==> config.mk <==
export PLATFORM = sky130hd
export DESIGN_NAME = uart_mmio_ctrl_flat
export DESIGN_NICKNAME = d
export VERILOG_FILES = /design/src/rtl/uart_mmio_ctrl_if.sv /design/src/rtl/uart_mmio_ctrl.sv /design/src/flat_wrapper.sv
export SDC_FILE = /design/constraint.sdc
export NUM_CORES = 1
export LEC_CHECK = 0
export BUFFER_PORTS_ARGS = -buffer_cell sky130_fd_sc_hd__buf_2
export CAP_MARGIN = 5
export CORE_ASPECT_RATIO = 1.5
export CORE_UTILIZATION = 55
export CTS_CLUSTER_DIAMETER = 50
export CTS_CLUSTER_SIZE = 16
export DETAILED_ROUTE_END_ITERATION = 12
export GPL_ROUTABILITY_DRIVEN = 0
export PLACE_DENSITY_LB_ADDON = 0.3
export SYNTH_ARGS = -nofsm -noshare
export SYNTH_HDL_FRONTEND = slang
export SYNTH_SLANG_ARGS = --single-unit
==> constraint.sdc <==
create_clock -name clk -period 3.6 [get_ports clk]
set_input_delay 0.18 -clock clk [delete_from_list [all_inputs] [get_ports clk]]
set_output_delay 0.18 -clock clk [all_outputs]
set_load 0.005 [all_outputs]
==> src/rtl/uart_mmio_ctrl_if.sv <==
// Peripheral bus bundle between the MEM stage and the UART controller.
//
// Handshake: wr and rd are single-cycle strobes with no ready/stall. A store
// is taken on the rising edge where wr=1 (addr/wdata valid with it). rdata is
// a pure combinational function of addr, so it is valid in every cycle; rd
// only qualifies read side effects (flag clears) on the edge where it is 1.
// irq is a level that the CPU polls or takes as an interrupt.
//
// Signals:
//   addr   32  byte address
//   wdata  32  store data
//   wr      1  store strobe
//   rd      1  load strobe
//   rdata  32  load data (0 for unmapped addresses)
//   irq     1  interrupt request
interface uart_mmio_ctrl_if;
  logic [31:0] addr;
  logic [31:0] wdata;
  logic        wr;
  logic        rd;
  logic [31:0] rdata;
  logic        irq;

  modport master (
    output addr, wdata, wr, rd,
    input  rdata, irq
  );

  modport slave (
    input  addr, wdata, wr, rd,
    output rdata, irq
  );
endinterface

==> src/rtl/uart_mmio_ctrl.sv <==
// Memory-mapped UART controller: turns CPU stores/loads at fixed peripheral
// addresses into 8N1 byte transmit/receive and raises a level interrupt on TX
// completion or RX arrival.
//
// Ports:
//   clk           system clock, rising edge
//   reset         synchronous, active-low
//   bus           peripheral bus (slave modport): addr, wdata, wr, rd, rdata, irq
//   UART_RX       asynchronous serial input
//   UART_TX       serial output, idle high
//   dbg_tx_state  current TX FSM state (IDLE=0, START=1, DATA=2, STOP=3)
//   dbg_rx_state  current RX FSM state (same encoding)
//
// Register map (word addresses, upper rdata bits zero):
//   0x4000_0018 TXD  W  [7:0] byte to send, ignored while tx_busy
//   0x4000_001C RXD  R  [7:0] last received byte; rd clears rx_valid
//   0x4000_0020 CON     [0] tx_irq_en [1] rx_irq_en [2] tx_done [3] rx_valid
//                       [4] tx_busy [5] rx_overrun; rd clears tx_done/rx_overrun
module uart_mmio_ctrl #(
  parameter int CLKS_PER_BIT = 5208
) (
  input  logic             clk,
  input  logic             reset,
  uart_mmio_ctrl_if.slave  bus,
  input  logic             UART_RX,
  output logic             UART_TX,
  output logic [1:0]       dbg_tx_state,
  output logic [1:0]       dbg_rx_state
);

  localparam int CW = $clog2(CLKS_PER_BIT);
  localparam logic [CW-1:0] CNT_LAST  = CW'(CLKS_PER_BIT - 1);
  localparam logic [CW-1:0] CNT_HALF  = CW'(CLKS_PER_BIT / 2 - 1);
  localparam logic [31:0]   ADDR_TXD  = 32'h4000_0018;
  localparam logic [31:0]   ADDR_RXD  = 32'h4000_001C;
  localparam logic [31:0]   ADDR_CON  = 32'h4000_0020;

  typedef enum logic [1:0] {
    S_IDLE  = 2'd0,
    S_START = 2'd1,
    S_DATA  = 2'd2,
    S_STOP  = 2'd3
  } uart_state_e;

  // TX path
  uart_state_e   tx_state_q, tx_state_d;
  logic [CW-1:0] tx_cnt_q,   tx_cnt_d;
  logic [2:0]    tx_bit_q,   tx_bit_d;
  logic [7:0]    tx_byte_q,  tx_byte_d;
  logic          tx_line_q,  tx_line_d;
  logic          tx_busy_q,  tx_busy_d;
  logic          tx_done_q,  tx_done_d;
  logic          tx_finish;

  // RX path
  logic          rx_sync1_q,  rx_sync1_d;
  logic          rx_sync2_q,  rx_sync2_d;
  uart_state_e   rx_state_q,  rx_state_d;
  logic [CW-1:0] rx_cnt_q,    rx_cnt_d;
  logic [2:0]    rx_bit_q,    rx_bit_d;
  logic [7:0]    rx_shift_q,  rx_shift_d;
  logic [7:0]    rx_data_q,   rx_data_d;
  logic          rx_valid_q,  rx_valid_d;
  logic          rx_overrun_q, rx_overrun_d;
  logic          rx_load;

  // Control
  logic tx_irq_en_q, tx_irq_en_d;
  logic rx_irq_en_q, rx_irq_en_d;

  logic wr_txd, wr_con, rd_rxd, rd_con;
  logic unused_wdata;

  assign wr_txd = bus.wr && (bus.addr == ADDR_TXD);
  assign wr_con = bus.wr && (bus.addr == ADDR_CON);
  assign rd_rxd = bus.rd && (bus.addr == ADDR_RXD);
  assign rd_con = bus.rd && (bus.addr == ADDR_CON);
  assign unused_wdata = ^bus.wdata[31:8];

  // ---------------------------------------------------------------- TX
  always_comb begin
    tx_state_d = tx_state_q;
    tx_cnt_d   = tx_cnt_q;
    tx_bit_d   = tx_bit_q;
    tx_byte_d  = tx_byte_q;
    tx_busy_d  = tx_busy_q;
    tx_done_d  = tx_done_q;
    tx_line_d  = 1'b1;
    tx_finish  = 1'b0;

    // tx_busy_q is the pre-edge value, so a write on the edge where the stop
    // bit ends is still rejected.
    if (wr_txd && !tx_busy_q) begin
      tx_byte_d = bus.wdata[7:0];
      tx_busy_d = 1'b1;
    end

    case (tx_state_q)
      S_IDLE: begin
        // Busy while idle means a byte was accepted on the previous edge;
        // the frame starts one cycle after the accepting edge.
        if (tx_busy_q) begin
          tx_state_d = S_START;
          tx_cnt_d   = '0;
        end
      end
      S_START: begin
        if (tx_cnt_q == CNT_LAST) begin
          tx_state_d = S_DATA;
          tx_cnt_d   = '0;
          tx_bit_d   = 3'd0;
        end else begin
          tx_cnt_d = tx_cnt_q + CW'(1);
        end
      end
      S_DATA: begin
        if (tx_cnt_q == CNT_LAST) begin
          tx_cnt_d = '0;
          if (tx_bit_q == 3'd7) tx_state_d = S_STOP;
          else                  tx_bit_d   = tx_bit_q + 3'd1;
        end else begin
          tx_cnt_d = tx_cnt_q + CW'(1);
        end
      end
      S_STOP: begin
        if (tx_cnt_q == CNT_LAST) begin
          tx_state_d = S_IDLE;
          tx_cnt_d   = '0;
          tx_bit_d   = 3'd0;
          tx_finish  = 1'b1;
        end else begin
          tx_cnt_d = tx_cnt_q + CW'(1);
        end
      end
      default: tx_state_d = S_IDLE;
    endcase

    // Line level is registered from the next state so it changes on the same
    // edge as the state, glitch-free.
    case (tx_state_d)
      S_START: tx_line_d = 1'b0;
      S_DATA:  tx_line_d = tx_byte_q[tx_bit_d];
      default: tx_line_d = 1'b1;
    endcase

    if (tx_finish) tx_busy_d = 1'b0;
    // Completion wins over a simultaneous CON read clear.
    if (rd_con)    tx_done_d = 1'b0;
    if (tx_finish) tx_done_d = 1'b1;
  end

  // ---------------------------------------------------------------- RX
  always_comb begin
    rx_sync1_d   = UART_RX;
    rx_sync2_d   = rx_sync1_q;
    rx_state_d   = rx_state_q;
    rx_cnt_d     = rx_cnt_q;
    rx_bit_d     = rx_bit_q;
    rx_shift_d   = rx_shift_q;
    rx_data_d    = rx_data_q;
    rx_valid_d   = rx_valid_q;
    rx_overrun_d = rx_overrun_q;
    rx_load      = 1'b0;

    case (rx_state_q)
      S_IDLE: begin
        if (!rx_sync2_q) begin
          rx_state_d = S_START;
          rx_cnt_d   = '0;
        end
      end
      S_START: begin
        // Mid-start-bit check rejects short glitches.
        if (rx_cnt_q == CNT_HALF) begin
          rx_cnt_d = '0;
          rx_bit_d = 3'd0;
          rx_state_d = rx_sync2_q ? S_IDLE : S_DATA;
        end else begin
          rx_cnt_d = rx_cnt_q + CW'(1);
        end
      end
      S_DATA: begin
        if (rx_cnt_q == CNT_LAST) begin
          rx_cnt_d   = '0;
          rx_shift_d = {rx_sync2_q, rx_shift_q[7:1]};
          if (rx_bit_q == 3'd7) rx_state_d = S_STOP;
          else                  rx_bit_d   = rx_bit_q + 3'd1;
        end else begin
          rx_cnt_d = rx_cnt_q + CW'(1);
        end
      end
      S_STOP: begin
        if (rx_cnt_q == CNT_LAST) begin
          rx_state_d = S_IDLE;
          rx_cnt_d   = '0;
          rx_bit_d   = 3'd0;
          rx_load    = rx_sync2_q;  // stop=0 is a framing error: drop byte
        end else begin
          rx_cnt_d = rx_cnt_q + CW'(1);
        end
      end
      default: rx_state_d = S_IDLE;
    endcase

    if (rx_load) rx_data_d = rx_shift_q;

    if (rd_rxd)  rx_valid_d = 1'b0;
    if (rx_load) rx_valid_d = 1'b1;

    // A byte arriving while the old one is read in the same cycle is not an
    // overrun: the old byte was consumed.
    if (rd_con) rx_overrun_d = 1'b0;
    if (rx_load && rx_valid_q && !rd_rxd) rx_overrun_d = 1'b1;
  end

  // ---------------------------------------------------------------- CON
  always_comb begin
    tx_irq_en_d = tx_irq_en_q;
    rx_irq_en_d = rx_irq_en_q;
    if (wr_con) begin
      tx_irq_en_d = bus.wdata[0];
      rx_irq_en_d = bus.wdata[1];
    end
  end

  always_ff @(posedge clk) begin
    if (!reset) begin
      tx_state_q   <= S_IDLE;
      tx_cnt_q     <= '0;
      tx_bit_q     <= 3'd0;
      tx_byte_q    <= 8'd0;
      tx_line_q    <= 1'b1;
      tx_busy_q    <= 1'b0;
      tx_done_q    <= 1'b0;
      rx_sync1_q   <= 1'b1;
      rx_sync2_q   <= 1'b1;
      rx_state_q   <= S_IDLE;
      rx_cnt_q     <= '0;
      rx_bit_q     <= 3'd0;
      rx_shift_q   <= 8'd0;
      rx_data_q    <= 8'd0;
      rx_valid_q   <= 1'b0;
      rx_overrun_q <= 1'b0;
      tx_irq_en_q  <= 1'b0;
      rx_irq_en_q  <= 1'b0;
    end else begin
      tx_state_q   <= tx_state_d;
      tx_cnt_q     <= tx_cnt_d;
      tx_bit_q     <= tx_bit_d;
      tx_byte_q    <= tx_byte_d;
      tx_line_q    <= tx_line_d;
      tx_busy_q    <= tx_busy_d;
      tx_done_q    <= tx_done_d;
      rx_sync1_q   <= rx_sync1_d;
      rx_sync2_q   <= rx_sync2_d;
      rx_state_q   <= rx_state_d;
      rx_cnt_q     <= rx_cnt_d;
      rx_bit_q     <= rx_bit_d;
      rx_shift_q   <= rx_shift_d;
      rx_data_q    <= rx_data_d;
      rx_valid_q   <= rx_valid_d;
      rx_overrun_q <= rx_overrun_d;
      tx_irq_en_q  <= tx_irq_en_d;
      rx_irq_en_q  <= rx_irq_en_d;
    end
  end

  // Read data is decoded from addr alone; rd never gates it.
  always_comb begin
    bus.rdata = 32'd0;
    case (bus.addr)
      ADDR_RXD: bus.rdata = {24'd0, rx_data_q};
      ADDR_CON: bus.rdata = {26'd0, rx_overrun_q, tx_busy_q, rx_valid_q,
                             tx_done_q, rx_irq_en_q, tx_irq_en_q};
      default:  bus.rdata = 32'd0;
    endcase
  end

  assign bus.irq      = (tx_done_q & tx_irq_en_q) | (rx_valid_q & rx_irq_en_q);
  assign UART_TX      = tx_line_q;
  assign dbg_tx_state = tx_state_q;
  assign dbg_rx_state = rx_state_q;

endmodule

==> src/flat_wrapper.sv <==
// flat-port wrapper written by rule: the top's interface ports become plain ports
module uart_mmio_ctrl_flat 
#(
  parameter int CLKS_PER_BIT = 5208
)
  (clk, reset, UART_RX, UART_TX, dbg_tx_state, dbg_rx_state, bus_addr, bus_wdata, bus_wr, bus_rd, bus_rdata, bus_irq);
  uart_mmio_ctrl_if bus_i ();
  input  logic clk;
  input  logic reset;
  input  logic UART_RX;
  output logic UART_TX;
  output logic [1:0] dbg_tx_state;
  output logic [1:0] dbg_rx_state;
  input wire logic [$bits(bus_i.addr)-1:0] bus_addr;
  input wire logic [$bits(bus_i.wdata)-1:0] bus_wdata;
  input wire logic [$bits(bus_i.wr)-1:0] bus_wr;
  input wire logic [$bits(bus_i.rd)-1:0] bus_rd;
  output wire logic [$bits(bus_i.rdata)-1:0] bus_rdata;
  output wire logic [$bits(bus_i.irq)-1:0] bus_irq;
  assign bus_i.addr = bus_addr;
  assign bus_i.wdata = bus_wdata;
  assign bus_i.wr = bus_wr;
  assign bus_i.rd = bus_rd;
  assign bus_rdata = bus_i.rdata;
  assign bus_irq = bus_i.irq;
  uart_mmio_ctrl #(.CLKS_PER_BIT(CLKS_PER_BIT)) u_core (.clk(clk), .reset(reset), .bus(bus_i), .UART_RX(UART_RX), .UART_TX(UART_TX), .dbg_tx_state(dbg_tx_state), .dbg_rx_state(dbg_rx_state));
endmodule
==> impl.org <==
** Power
- Power density over the cells :: roughly 380 nW/um2
- LEAKAGE :: between 1.5 and 2 nW
- Across the VDD grid, the largest voltage drop is 0.255 mV.

** Timing
- Count of final hold-check violations :: 0
- Timing would allow up to between 400 and 500 MHz.
- Final critical-path setup slack :: ~1.4 ns
- The clock period could shrink to around 2.2 ns.
- Setup repair after global routing left no endpoint under its margin.
- The final critical path takes up between 60 and 70% of the cycle.
- The max-slew violation count is 0.
- The worst pin sits at a relative slew slack of between 30% and 40%.
- Summed over all failing endpoints, the final setup total negative slack is 0 ns.
- Setup violations remaining at the end of the flow were counted as 0.
- At the pin with the least slew margin, the transition time is between 1 and 1.5 ns.
- For the final database, setup skew stands at between 0.006 and 0.007 ns.

** CTS
- Source-to-sink clock delay at the later pin of the worst-skew pair :: between 0.3 and 0.4 ns
- Clk sinks :: between 60 and 70
- Gates resized during post-CTS repair numbered 0.
- For this design, the CTS-stage hold fixing added 0 buffers.
- Clock tree from TritonCTS :: built
- The clock passes through at most 2 buffers.
- Clock transition at the registers of the reported paths :: around 0.080 ns
- Post-CTS Repair Setup Buffers :: 0
- The H-tree generated during clock tree synthesis spans 3 levels.
- The number of clock buffers added by TritonCTS is 9.
- The root buffer cell chosen for the clock tree is clkbuf_8.

** Synth
- Summing the areas of all compound-gate instances in the mapped netlist gives between 10% and 20% of the synthesized area.
- Primary FF master, synth :: dfxtp_1
- The mapped netlist covers 3680 um2.
- After synthesis, flip-flops and latches occupy roughly 38% of the total area.
- Of all flip-flops after synthesis, the portion carrying an async set or reset was 0%.
- The synthesized netlist devotes less than 1% of its cell area to XOR and XNOR gates.
- By area the synthesized netlist is led by dfxtp_1 38%, nor2_1 5.8%, mux2i_1 5.7%.
- Yosys printed 0 warnings.
- Yosys instantiated no cell more often than dfxtp_1.
- After synthesis the netlist holds a flip-flop and latch count of between 60 and 70.
- Summing the areas of all fa, ha and maj instances in the mapped netlist gives around 1.7% of the synthesized area.
- Of the post-synthesis cell area, the dominant cell type holds ~38%.
- In the synthesized netlist, mux cells make up between 6 and 7% of the area.
- Simple-gate share of the synthesized area :: 30.9%
- Post-synthesis average cell area :: 8.47 um2
- In this run, synthesis inferred 0 flip-flops with an integrated enable.
- dfxtp_1 takes more of the synthesized area than any other cell.
- Number of instances in the synthesized netlist :: 435
- Dominant combinational cell family by area after synthesis :: simple AND/OR/NAND/NOR gates
- Number of distinct library cells after synthesis :: between 60 and 70
- Ranked by instance count, the synthesized netlist is headed by 69 x dfxtp_1, 57 x nor2_1, 37 x a21oi_1.

** Detailed routing
- In this run the remaining antenna-violating nets after routing total 0.
- Dividing the detail-routed wire length by the instance count gives around 13 um.
- The first TritonRoute pass finished after 5 iterations.
- The final layout contains routed wiring with a total length of roughly 7400 um.
- For this run, design rule violations remaining after detail routing come to 0.
- In the routed layout, each cell is associated on average with a via count of ~5.7.
- Total via count in the routed design :: between 3000 and 4000
- The first routing iteration left 200 violations.

** GRT
- The initial antenna violation count came to 0.
- Total gr overflow :: 0
- Global routing consumed, over all layers together, between 20% and 30% of the routing resources.
- The number of global-route vias before repair was around 2700.
- Pin count of the biggest net entering global routing :: 64
- Global-route wire length before repair :: 11700 um

** Floorplan
- The floorplan step defined a die boundary enclosing a little over 7000 um2.
- Standard-cell rows :: 36
- For this configuration, the core starts out at a cell density of a little under three fifths.
- 107 I/O pins were placed.
- Horizontal die dimension :: slightly below 70 um
- Die Ht :: between 100 and 150 um
- Placeable core region :: between 6000 and 7000 um2

** Placed design
- DPL Wire Length :: between 5000 and 6000 um
- Buffers placed on the I/O ports in this run total between 50 and 60.
- Post-placement worst setup slack :: 1.40 ns

** Worst setup path
- List of cells traversed by the critical path :: ha_1 > nor3b_2 > nand4_1 > a22oi_2 > buf_4 > o21a_1 > mux2i_1 > nor2_1
- Critical setup path kind :: reg -> reg
- Required arrival time at the worst endpoint :: around 3.8 ns
- Worst setup path startpoint :: u_core.rx_cnt_q[0]$_SDFFE_PN0N_
- Counting buffers and inverters, the worst setup path is 8 cells deep.
- Worst EP arrival :: 2.41 ns
- Of all nets on the critical path, the largest fanout is 26.
- For this design, the slowest cell found on the critical path is dfxtp_1.
- On the worst path, the slowest cell contributes a delay of 0.39 ns.
- The endpoint identified for the worst register-to-register timing path is u_core.rx_bit_q[0]$_SDFFE_PN0P_.
- The most critical setup path has its endpoint at u_core.rx_bit_q[0]$_SDFFE_PN0P_.
- Worst Reg-to-Reg Cells :: 8
- Across all register-to-register paths, the minimum setup slack is about 1.4 ns.
- The worst setup path is launched from a flip-flop.
- The worst register-to-register path begins at u_core.rx_cnt_q[0]$_SDFFE_PN0N_.
- CP top delay family :: simple AND/OR/NAND/NOR gates
- Crit path buf inv count :: 1
- Type of destination of the critical path :: flip-flop

** Worst hold path
- Worst hold path class :: in -> reg

** Layout
- Number of inserted diodes :: 0
- Cells with a size suffix above 1 make up between 20 and 25% of the layout.
- The area growth from synthesis to layout is 12.3%.
- Sequential cell area :: ~1400 um2
- Number of nets in the finished design :: approximately 560
- Number of inserted filler cells in the final layout :: 566
- Summing all multi-input logic gate instances after layout gives roughly 2100 um2.

** Flow run
- The tool flagged a number of max-cap violations equal to 0.

** Outcome
- The flow ran to the end, and the final reports show no timing, DRC or antenna violations.
## area by class of cell
cell class	count	share of cell area, %
clock buffer	9	2.99
clock inverter	7	2.39
inverter	4	0.363
multi-input combinational	345	51.2
sequential	69	33.4
tap	76	2.30
timing repair buffer	60	7.38
## placed cells by master (no fill, tap or decap), types with 3 or more instances in the layout
cell type	n
or3_1	8
nor2b_1	7
nand4b_1	3
nor4_1	9
buf_2	58
mux2i_1	21
and2_1	6
nor2_1	57
dfxtp_1	69
ha_1	5
inv_1	3
a21oi_1	37
and3_1	5
a22o_1	8
a31oi_1	4
o21ai_0	18
nand3_1	10
nor2_2	3
nand4_1	11
nand2b_1	6
nor3b_1	12
clkbuf_8	9
nand2_1	33
a22oi_1	3
conb_1	24
nor3_1	9
## power by group
group / leakage [nW] / switching [mW] / internal (mW)
logic: 0.924 / 0.0466 / 0.0338
clock network: 0.110 / 0.308 / 0.393
registers: 0.556 / 0.00448 / 0.766
total: 1.59 / 0.359 / 1.19
## worst register-to-register path: cells and delay by family (launching register included)
family | cells | cell delay, ns
adder cells (fa/ha/maj) | 1 | 0.23
flip-flops | 1 | 0.39
buffers and inverters | 1 | 0.27
multiplexers | 1 | 0.20
AO/OA/AOI/OAI | 2 | 0.47
AND/OR/NAND/NOR | 3 | 0.51
## worst min-delay path by stage
stage / start / endpoint / slack, ns / cells past startpoint
finish: UART_RX / u_core.rx_sync1_q$_SDFF_PN1_ / 0.01 / 2
detailed placement: UART_RX / u_core.rx_sync1_q$_SDFF_PN1_ / 0.37 / 2
global route: UART_RX / u_core.rx_sync1_q$_SDFF_PN1_ / 0.02 / 2
floorplan: UART_RX / u_core.rx_sync1_q$_SDFF_PN1_ / 0.28 / 1
CTS: UART_RX / u_core.rx_sync1_q$_SDFF_PN1_ / 0.006 / 2
global placement: UART_RX / u_core.rx_sync1_q$_SDFF_PN1_ / 0.36 / 2
## per-stage QoR
step	instances	utilization, %	power, mW	hold WS [ns]	cell area (um2)
finish	570	63.8	1.55	0.0142	4140
global route	570	63.8	1.61	0.0174	4140
CTS	570	63.8	1.57	0.00569	4140
global placement	554	60.4	0.867	0.360	3920
floorplan	458	-	0.854	0.281	3770
detailed placement	554	60.4	0.868	0.371	3920
## per-layer routing
layer,up-vias,GRT usage [%],routed length [um],part of all wire (%)
li1,1635,-,-,-
met5,-,0,0,0
met4,0,9.26,88,1.2
met1,1532,25.8,3130,42
met2,59,37.5,3970,54
met3,8,5.36,211,2.9
## registers in the layout (all words and copies together), names as in the netlist, named ones only
register             cells
u_core.rx_cnt_q         13
u_core.tx_cnt_q         13
u_core.rx_data_q         8
u_core.rx_shift_q        8
u_core.tx_byte_q         8
u_core.rx_bit_q          3
u_core.tx_bit_q          3
u_core.dbg_tx_state      2
u_core.UART_TX           1
u_core.dbg_rx_state      1
u_core.rx_irq_en_q       1
u_core.rx_overrun_q      1
u_core.rx_sync1_q        1
u_core.rx_sync2_q        1
u_core.rx_valid_q        1
u_core.tx_busy_q         1
u_core.tx_done_q         1
u_core.tx_irq_en_q       1
## kinds of logic after synthesis
| family | Yosys count |
|---|---|
| and+or+nand+nor | 201 |
| AOI/OAI and AO/OA | 90 |
| DFF | 69 |
| buffers and inverters | 44 |
| muxes | 22 |
| adders and majority gates | 5 |
| xor gates and xnor gates | 3 |
| other | 1 |
(Power assumes the default switching activity.)
